[config.mk]
export PLATFORM = sky130hd
export DESIGN_NAME = pipelined_approx_rca
export DESIGN_NICKNAME = d
export VERILOG_FILES = /design/src/rtl/approx_pkg.sv /design/src/rtl/rca_segment.sv /design/src/rtl/pipelined_approx_rca.sv
export SDC_FILE = /design/constraint.sdc
export NUM_CORES = 1
export LEC_CHECK = 0
export BUFFER_PORTS_ARGS = -buffer_cell sky130_fd_sc_hd__buf_4
export CORE_ASPECT_RATIO = 1.4
export CORE_MARGIN = 10
export CORE_UTILIZATION = 61
export DETAILED_ROUTE_END_ITERATION = 8
export GPL_TIMING_DRIVEN = 0
export MAX_ROUTING_LAYER = met4
export PLACE_DENSITY = 0.83
export SYNTH_ARGS = -nofsm -noshare
export SYNTH_HDL_FRONTEND = slang
export SYNTH_HIERARCHICAL = 1
export SYNTH_SLANG_ARGS = --single-unit
[constraint.sdc]
create_clock -name CLK -period 8.6 [get_ports CLK]
set_clock_uncertainty 0.15 [all_clocks]
set_input_delay 1.29 -clock CLK [delete_from_list [all_inputs] [get_ports CLK]]
set_output_delay 1.29 -clock CLK [all_outputs]
set_load 0.005 [all_outputs]
[src/rtl/approx_pkg.sv]
// Shared definitions for the pipelined approximate ripple-carry adder:
// mode encoding and the elaboration-time parameter legality check.
package approx_pkg;

    localparam logic MODE_EXACT = 1'b0;
    localparam logic MODE_LOA   = 1'b1;

    // Segments must tile the operand exactly and the approximate part must fit in segment 0.
    function automatic bit params_legal(input int width, input int stages, input int approx_bits);
        bit ok;
        ok = 1'b1;
        if (stages < 1) begin
            ok = 1'b0;
        end else if ((width < stages) || ((width % stages) != 0)) begin
            ok = 1'b0;
        end else if ((approx_bits < 0) || (approx_bits > (width / stages))) begin
            ok = 1'b0;
        end else begin
            ok = 1'b1;
        end
        return ok;
    endfunction

endpackage

[src/rtl/rca_segment.sv]
// Combinational SEG-bit ripple adder; when loa_en is set the lowest APPROX_BITS
// bits are OR-ed and the carry into the exact part is the AND of their top bit.
module rca_segment #(
    parameter int SEG         = 4,
    parameter int APPROX_BITS = 4
) (
    input  logic [SEG-1:0] a,
    input  logic [SEG-1:0] b,
    input  logic           cin,
    input  logic           loa_en,
    output logic [SEG-1:0] sum,
    output logic           cout
);

    logic carry_s;

    // Bitwise ripple; under LOA the incoming carry is overwritten, so cin drops out.
    always_comb begin
        sum     = {SEG{1'b0}};
        carry_s = cin;
        for (int i = 0; i < SEG; i++) begin
            if (loa_en && (i < APPROX_BITS)) begin
                sum[i]  = a[i] | b[i];
                carry_s = a[i] & b[i];
            end else begin
                sum[i]  = a[i] ^ b[i] ^ carry_s;
                carry_s = (a[i] & b[i]) | (carry_s & (a[i] ^ b[i]));
            end
        end
        cout = carry_s;
    end

endmodule

[src/rtl/pipelined_approx_rca.sv]
// Pipelined ripple-carry adder: one SEG-bit segment per stage, carry registered
// between stages, optional lower-part-OR approximation selected per transaction.
module pipelined_approx_rca
    import approx_pkg::*;
#(
    parameter int WIDTH       = 16,
    parameter int STAGES      = 4,
    parameter int APPROX_BITS = 4
) (
    input  logic             CLK,
    input  logic             RST_N,
    input  logic             IN_VALID,
    output logic             IN_READY,
    input  logic [WIDTH-1:0] A,
    input  logic [WIDTH-1:0] B,
    input  logic             CIN,
    input  logic             MODE,
    output logic             OUT_VALID,
    input  logic             OUT_READY,
    output logic [WIDTH-1:0] SUM,
    output logic             COUT,
    output logic             OUT_MODE
);

    localparam int SEG = WIDTH / STAGES;

    if (!params_legal(WIDTH, STAGES, APPROX_BITS)) begin : g_param_check
        $error("pipelined_approx_rca: illegal WIDTH/STAGES/APPROX_BITS combination");
    end

    logic [STAGES-1:0] valid_q, valid_d;
    logic [STAGES-1:0] mode_q, mode_d;
    logic [STAGES-1:0] carry_q, carry_d;
    logic [WIDTH-1:0]  sum_q [STAGES];
    logic [WIDTH-1:0]  sum_d [STAGES];
    logic [WIDTH-1:0]  a_q   [STAGES];
    logic [WIDTH-1:0]  a_d   [STAGES];
    logic [WIDTH-1:0]  b_q   [STAGES];
    logic [WIDTH-1:0]  b_d   [STAGES];

    logic [STAGES-1:0][SEG-1:0] seg_a_s, seg_b_s, seg_sum_s;
    logic [STAGES-1:0]          seg_cin_s, seg_cout_s, seg_loa_s;

    logic             advance_s;
    logic [WIDTH-1:0] op_a_s, op_b_s;
    logic             op_cin_s, op_loa_s, op_mode_s;
    logic             unused_skew_s;

    assign OUT_VALID = valid_q[STAGES-1];
    assign SUM       = sum_q[STAGES-1];
    assign COUT      = carry_q[STAGES-1];
    assign OUT_MODE  = mode_q[STAGES-1];
    assign IN_READY  = OUT_READY || !OUT_VALID;
    assign advance_s = IN_READY;

    // Bubbles enter as all-zero data so an idle pipeline never shows stale sums.
    always_comb begin
        if (IN_VALID) begin
            op_a_s    = A;
            op_b_s    = B;
            op_mode_s = MODE;
            op_loa_s  = (MODE == MODE_LOA) && (APPROX_BITS > 0);
            op_cin_s  = CIN;
        end else begin
            op_a_s    = {WIDTH{1'b0}};
            op_b_s    = {WIDTH{1'b0}};
            op_mode_s = MODE_EXACT;
            op_loa_s  = 1'b0;
            op_cin_s  = 1'b0;
        end
    end

    for (genvar k = 0; k < STAGES; k++) begin : g_stage
        if (k == 0) begin : g_first
            assign seg_a_s[k]   = op_a_s[SEG-1:0];
            assign seg_b_s[k]   = op_b_s[SEG-1:0];
            assign seg_cin_s[k] = op_cin_s;
            assign seg_loa_s[k] = op_loa_s;
        end else begin : g_rest
            assign seg_a_s[k]   = a_q[k-1][k*SEG +: SEG];
            assign seg_b_s[k]   = b_q[k-1][k*SEG +: SEG];
            assign seg_cin_s[k] = carry_q[k-1];
            assign seg_loa_s[k] = 1'b0;
        end

        rca_segment #(
            .SEG         (SEG),
            .APPROX_BITS (APPROX_BITS)
        ) u_seg (
            .a      (seg_a_s[k]),
            .b      (seg_b_s[k]),
            .cin    (seg_cin_s[k]),
            .loa_en (seg_loa_s[k]),
            .sum    (seg_sum_s[k]),
            .cout   (seg_cout_s[k])
        );
    end

    // Next-state of every stage: shift by one on advance, otherwise hold (global stall).
    always_comb begin
        valid_d = valid_q;
        mode_d  = mode_q;
        carry_d = carry_q;
        sum_d   = sum_q;
        a_d     = a_q;
        b_d     = b_q;
        if (advance_s) begin
            valid_d[0]            = IN_VALID;
            mode_d[0]             = op_mode_s;
            carry_d[0]            = seg_cout_s[0];
            sum_d[0]              = {WIDTH{1'b0}};
            sum_d[0][SEG-1:0]     = seg_sum_s[0];
            a_d[0]                = op_a_s;
            b_d[0]                = op_b_s;
            for (int k = 1; k < STAGES; k++) begin
                valid_d[k]             = valid_q[k-1];
                mode_d[k]              = mode_q[k-1];
                carry_d[k]             = seg_cout_s[k];
                sum_d[k]               = sum_q[k-1];
                sum_d[k][k*SEG +: SEG] = seg_sum_s[k];
                a_d[k]                 = a_q[k-1];
                b_d[k]                 = b_q[k-1];
            end
        end else begin
            valid_d = valid_q;
        end
    end

    // Skew-register bits below the active segment and the last stage's copy are never consumed.
    always_comb begin
        unused_skew_s = 1'b0;
        for (int k = 0; k < STAGES; k++) begin
            unused_skew_s = unused_skew_s ^ (^a_q[k]) ^ (^b_q[k]);
        end
    end

    // Pipeline registers with synchronous active-low reset discarding all in-flight work.
    always_ff @(posedge CLK) begin
        if (!RST_N) begin
            valid_q <= {STAGES{1'b0}};
            mode_q  <= {STAGES{1'b0}};
            carry_q <= {STAGES{1'b0}};
            for (int k = 0; k < STAGES; k++) begin
                sum_q[k] <= {WIDTH{1'b0}};
                a_q[k]   <= {WIDTH{1'b0}};
                b_q[k]   <= {WIDTH{1'b0}};
            end
        end else begin
            valid_q <= valid_d;
            mode_q  <= mode_d;
            carry_q <= carry_d;
            for (int k = 0; k < STAGES; k++) begin
                sum_q[k] <= sum_d[k];
                a_q[k]   <= a_d[k];
                b_q[k]   <= b_d[k];
            end
        end
    end

endmodule
==> metrics.yaml <==
run_status: "complete, no violations"
worstPathCellList: "buf_2 -> clkbuf_1 -> and2_1 -> fa_1 -> mux2i_1 -> fa_1 -> mux2i_1 -> fa_1 -> mux2i_1 -> fa_1 -> mux2i_1 -> nand2_1 -> a21boi_1"
syn_avg_cell_area_sq_um: 8.68
ctsHoldBuffers: 0
initialDrtViolationCount: 170
synth_top_area_frac: 0.388
worst_path_max_delay_cell: "fa_1"
min_period_ns: 3.96
fill_cells: 614
crit_start: "IN_VALID"
vdd_drop_max_v: 0.000128
insertion_delay_ns: 0.34
fin_ws_ns: 4.64
final_util: 0.732
drv_slew: 0
grt_max_degree: 17
start_kind: "input pin"
netlist_top_cells_count: "178 x nand2_1, 100 x dfxtp_1, 99 x a21boi_1, 43 x inv_1, 32 x ha_1"
die_area_sq_um: 12600
p_per_area_nw_per_um2: 163
ys_ff_latch: 100
synth_top_area_cell: "dfxtp_1"
comb_power_share: 0.096
htree_levels: 3
routedWlPerCell_um: 14.7
cts-resized-gates: 0
required_ns: 8.72
instances_no_fill: 770
gr-usage-met2: 0.328
n_antenna_cell: 0
cts_tree: "yes"
post_cts_buffers: 0
rows: 39
die_x_um: 97.8
overflow: 0
critPathMaxFanout: 10
syn_area_sq_um: 5160
worst_pin_slew_ns: 0.526
p_clk_frac: 0.403
io_pins: 58
crit_path_end_kind: "flop"
max_freq_ghz: 0.253
antenna_left: 0
drive_above_1_share: 0.177
p_leak_nw: 2.53
slew_headroom: 0.649
via_per_inst: 5.11
holdWs_ns: 0.303
synth_edf_count: 0
met3_usage: 0.0412
area_growth_pct: 16.3
dr_total_vias: 3936
ys_seq_area_frac: 0.388
grt_pass1_wl_um: 19000
dpl.hpwl_um: 8480
synth.most_common_cell: "nand2_1"
clkSinkCount: 100
globalplace.congestion: 0.820
root_buffer: "clkbuf_16"
critPathKind: "input pin to flop"
numCtsBuffers: 9
wirelength_um: 11300
final-seq-area_sq_um: 2000
dp_slack_ns: 4.28
pwr-share-seq: 0.501
busiest_layer: "met2"
clockBufferDepth: 2
synthCells: 595
maxCapViolCount: 0
port_buffers: 55
cts.clk_slew.worst_paths_ns: 0.06
gr-usage-met1: 0.196
worstHoldStart: "b_q[56]"
p_switching_mw: 0.227
hold_viol: 0
die_y_um: 129
critPathMaxStageDelay_ns: 0.45
rsz0062_at_grt: "false"
start_util: 0.630
p_sw_frac: 0.231
setup-tns-final_ns: 0
intPower_mw: 0.754
synth_cell_types: 21
synth.area.top_cells: "dfxtp_1 39%, a21boi_1 14%, nand2_1 13%"
r2r-start: "a_q[40]"
multi_input_area_sq_um: 2650
grt_pass1_vias: 4126
first_pass_iters: 4
crit_buf_inv: 2
hp-class: "flop to flop"
setup_violations: 0
ys_warn_count: 6
path_delay_family: "adder cells"
cp_data_arrival_time_ns: 4.08
route.detailed.drc: 0
track_usage: 0.187
finalCritPeriodShare: 0.460
dp.cells: 754
core-area_sq_um: 8200
synth_flop_cell: "dfxtp_1"
finish.net_count: 749
async_flop_share: 0
antenna_found_initial: 0
[placed cells by master, fill, tap and decap left out, drive strengths merged, types with 2 or more instances in the layout]
cell,n
nand2,178
dfxtp,100
a21boi,99
buf,99
inv,45
ha,32
mux2i,27
nand3,24
clkbuf,22
fa,16
and2,10
o21ai,4
conb,3
clkinvlp,2
clkinv,2
[registers in the layout, summed over array words and instances, names as in the netlist]
register / cells
SUM: 16
mode_q: 4
carry_q: 4
b_q: 24
a_q: 24
sum_q: 24
valid_q: 4
[power groups by stage]
stage / combinational, mW / clock (mW) / sequential, mW
CTS: 0.0942 / 0.401 / 0.492
finish: 0.0940 / 0.395 / 0.492
global placement: 0.0892 / 0 / 0.501
global route: 0.106 / 0.419 / 0.494
detailed placement: 0.0929 / 0 / 0.502
floorplan: 0.0630 / 0 / 0.499
[worst reg2reg max path, stage by stage (launching register included)]
cell and delay, ns:
dfxtp_1 0.35, fa_1 0.43, mux2i_1 0.18, fa_1 0.20
mux2i_1 0.08, fa_1 0.37, mux2i_1 0.19, fa_1 0.45
mux2i_1 0.17, nand2_1 0.13, a21boi_1 0.16
[metrics by stage]
step / total power, mW / instance area (sq um)
after floorplan: 0.562 / 5170
after global placement: 0.591 / 5710
after detailed placement: 0.595 / 5710
after CTS: 0.987 / 6000
after global routing: 1.02 / 6000
final: 0.981 / 6000
[metal layers]
layer,vias up,wire length (um),part of all wire
li1,1990,-,-
met2,97,5970,0.53
met5,-,0,0
met3,13,664,0.059
met4,0,174,0.015
met1,1836,4510,0.40
[area by class of cell]
class | count | share of cell area
plain buffers | 56 | 0.0598
clock buffers | 10 | 0.0381
repair buffers | 55 | 0.0688
well taps | 102 | 0.0213
inverters | 44 | 0.0275
clock inverters | 6 | 0.0106
flip-flops and latches | 100 | 0.333
multi-input cells | 397 | 0.441
[worst paths after layout]
check / end / slack (ns) / cells after the start
max: sum_q[51] / 4.64 / 13
min: b_q[56] / 0.30 / 2
max reg2reg: sum_q[27] / 5.68 / 10
min reg2reg: b_q[56] / 0.30 / 2
[kinds of logic (layout without fill, tap and decap cells)]
family                   Yosys count  in the layout  synth area share
AO/OA/AOI/OAI                    105            105             0.151
adder cells (fa/ha/maj)           48             48             0.140
buffers and inverters            100            171             0.102
multiplexers                      27             27            0.0523
flip-flops                       100            100             0.388
AND/OR/NAND/NOR                  214            214             0.167
other                              1              3          0.000726
(Power assumes the default switching activity.)
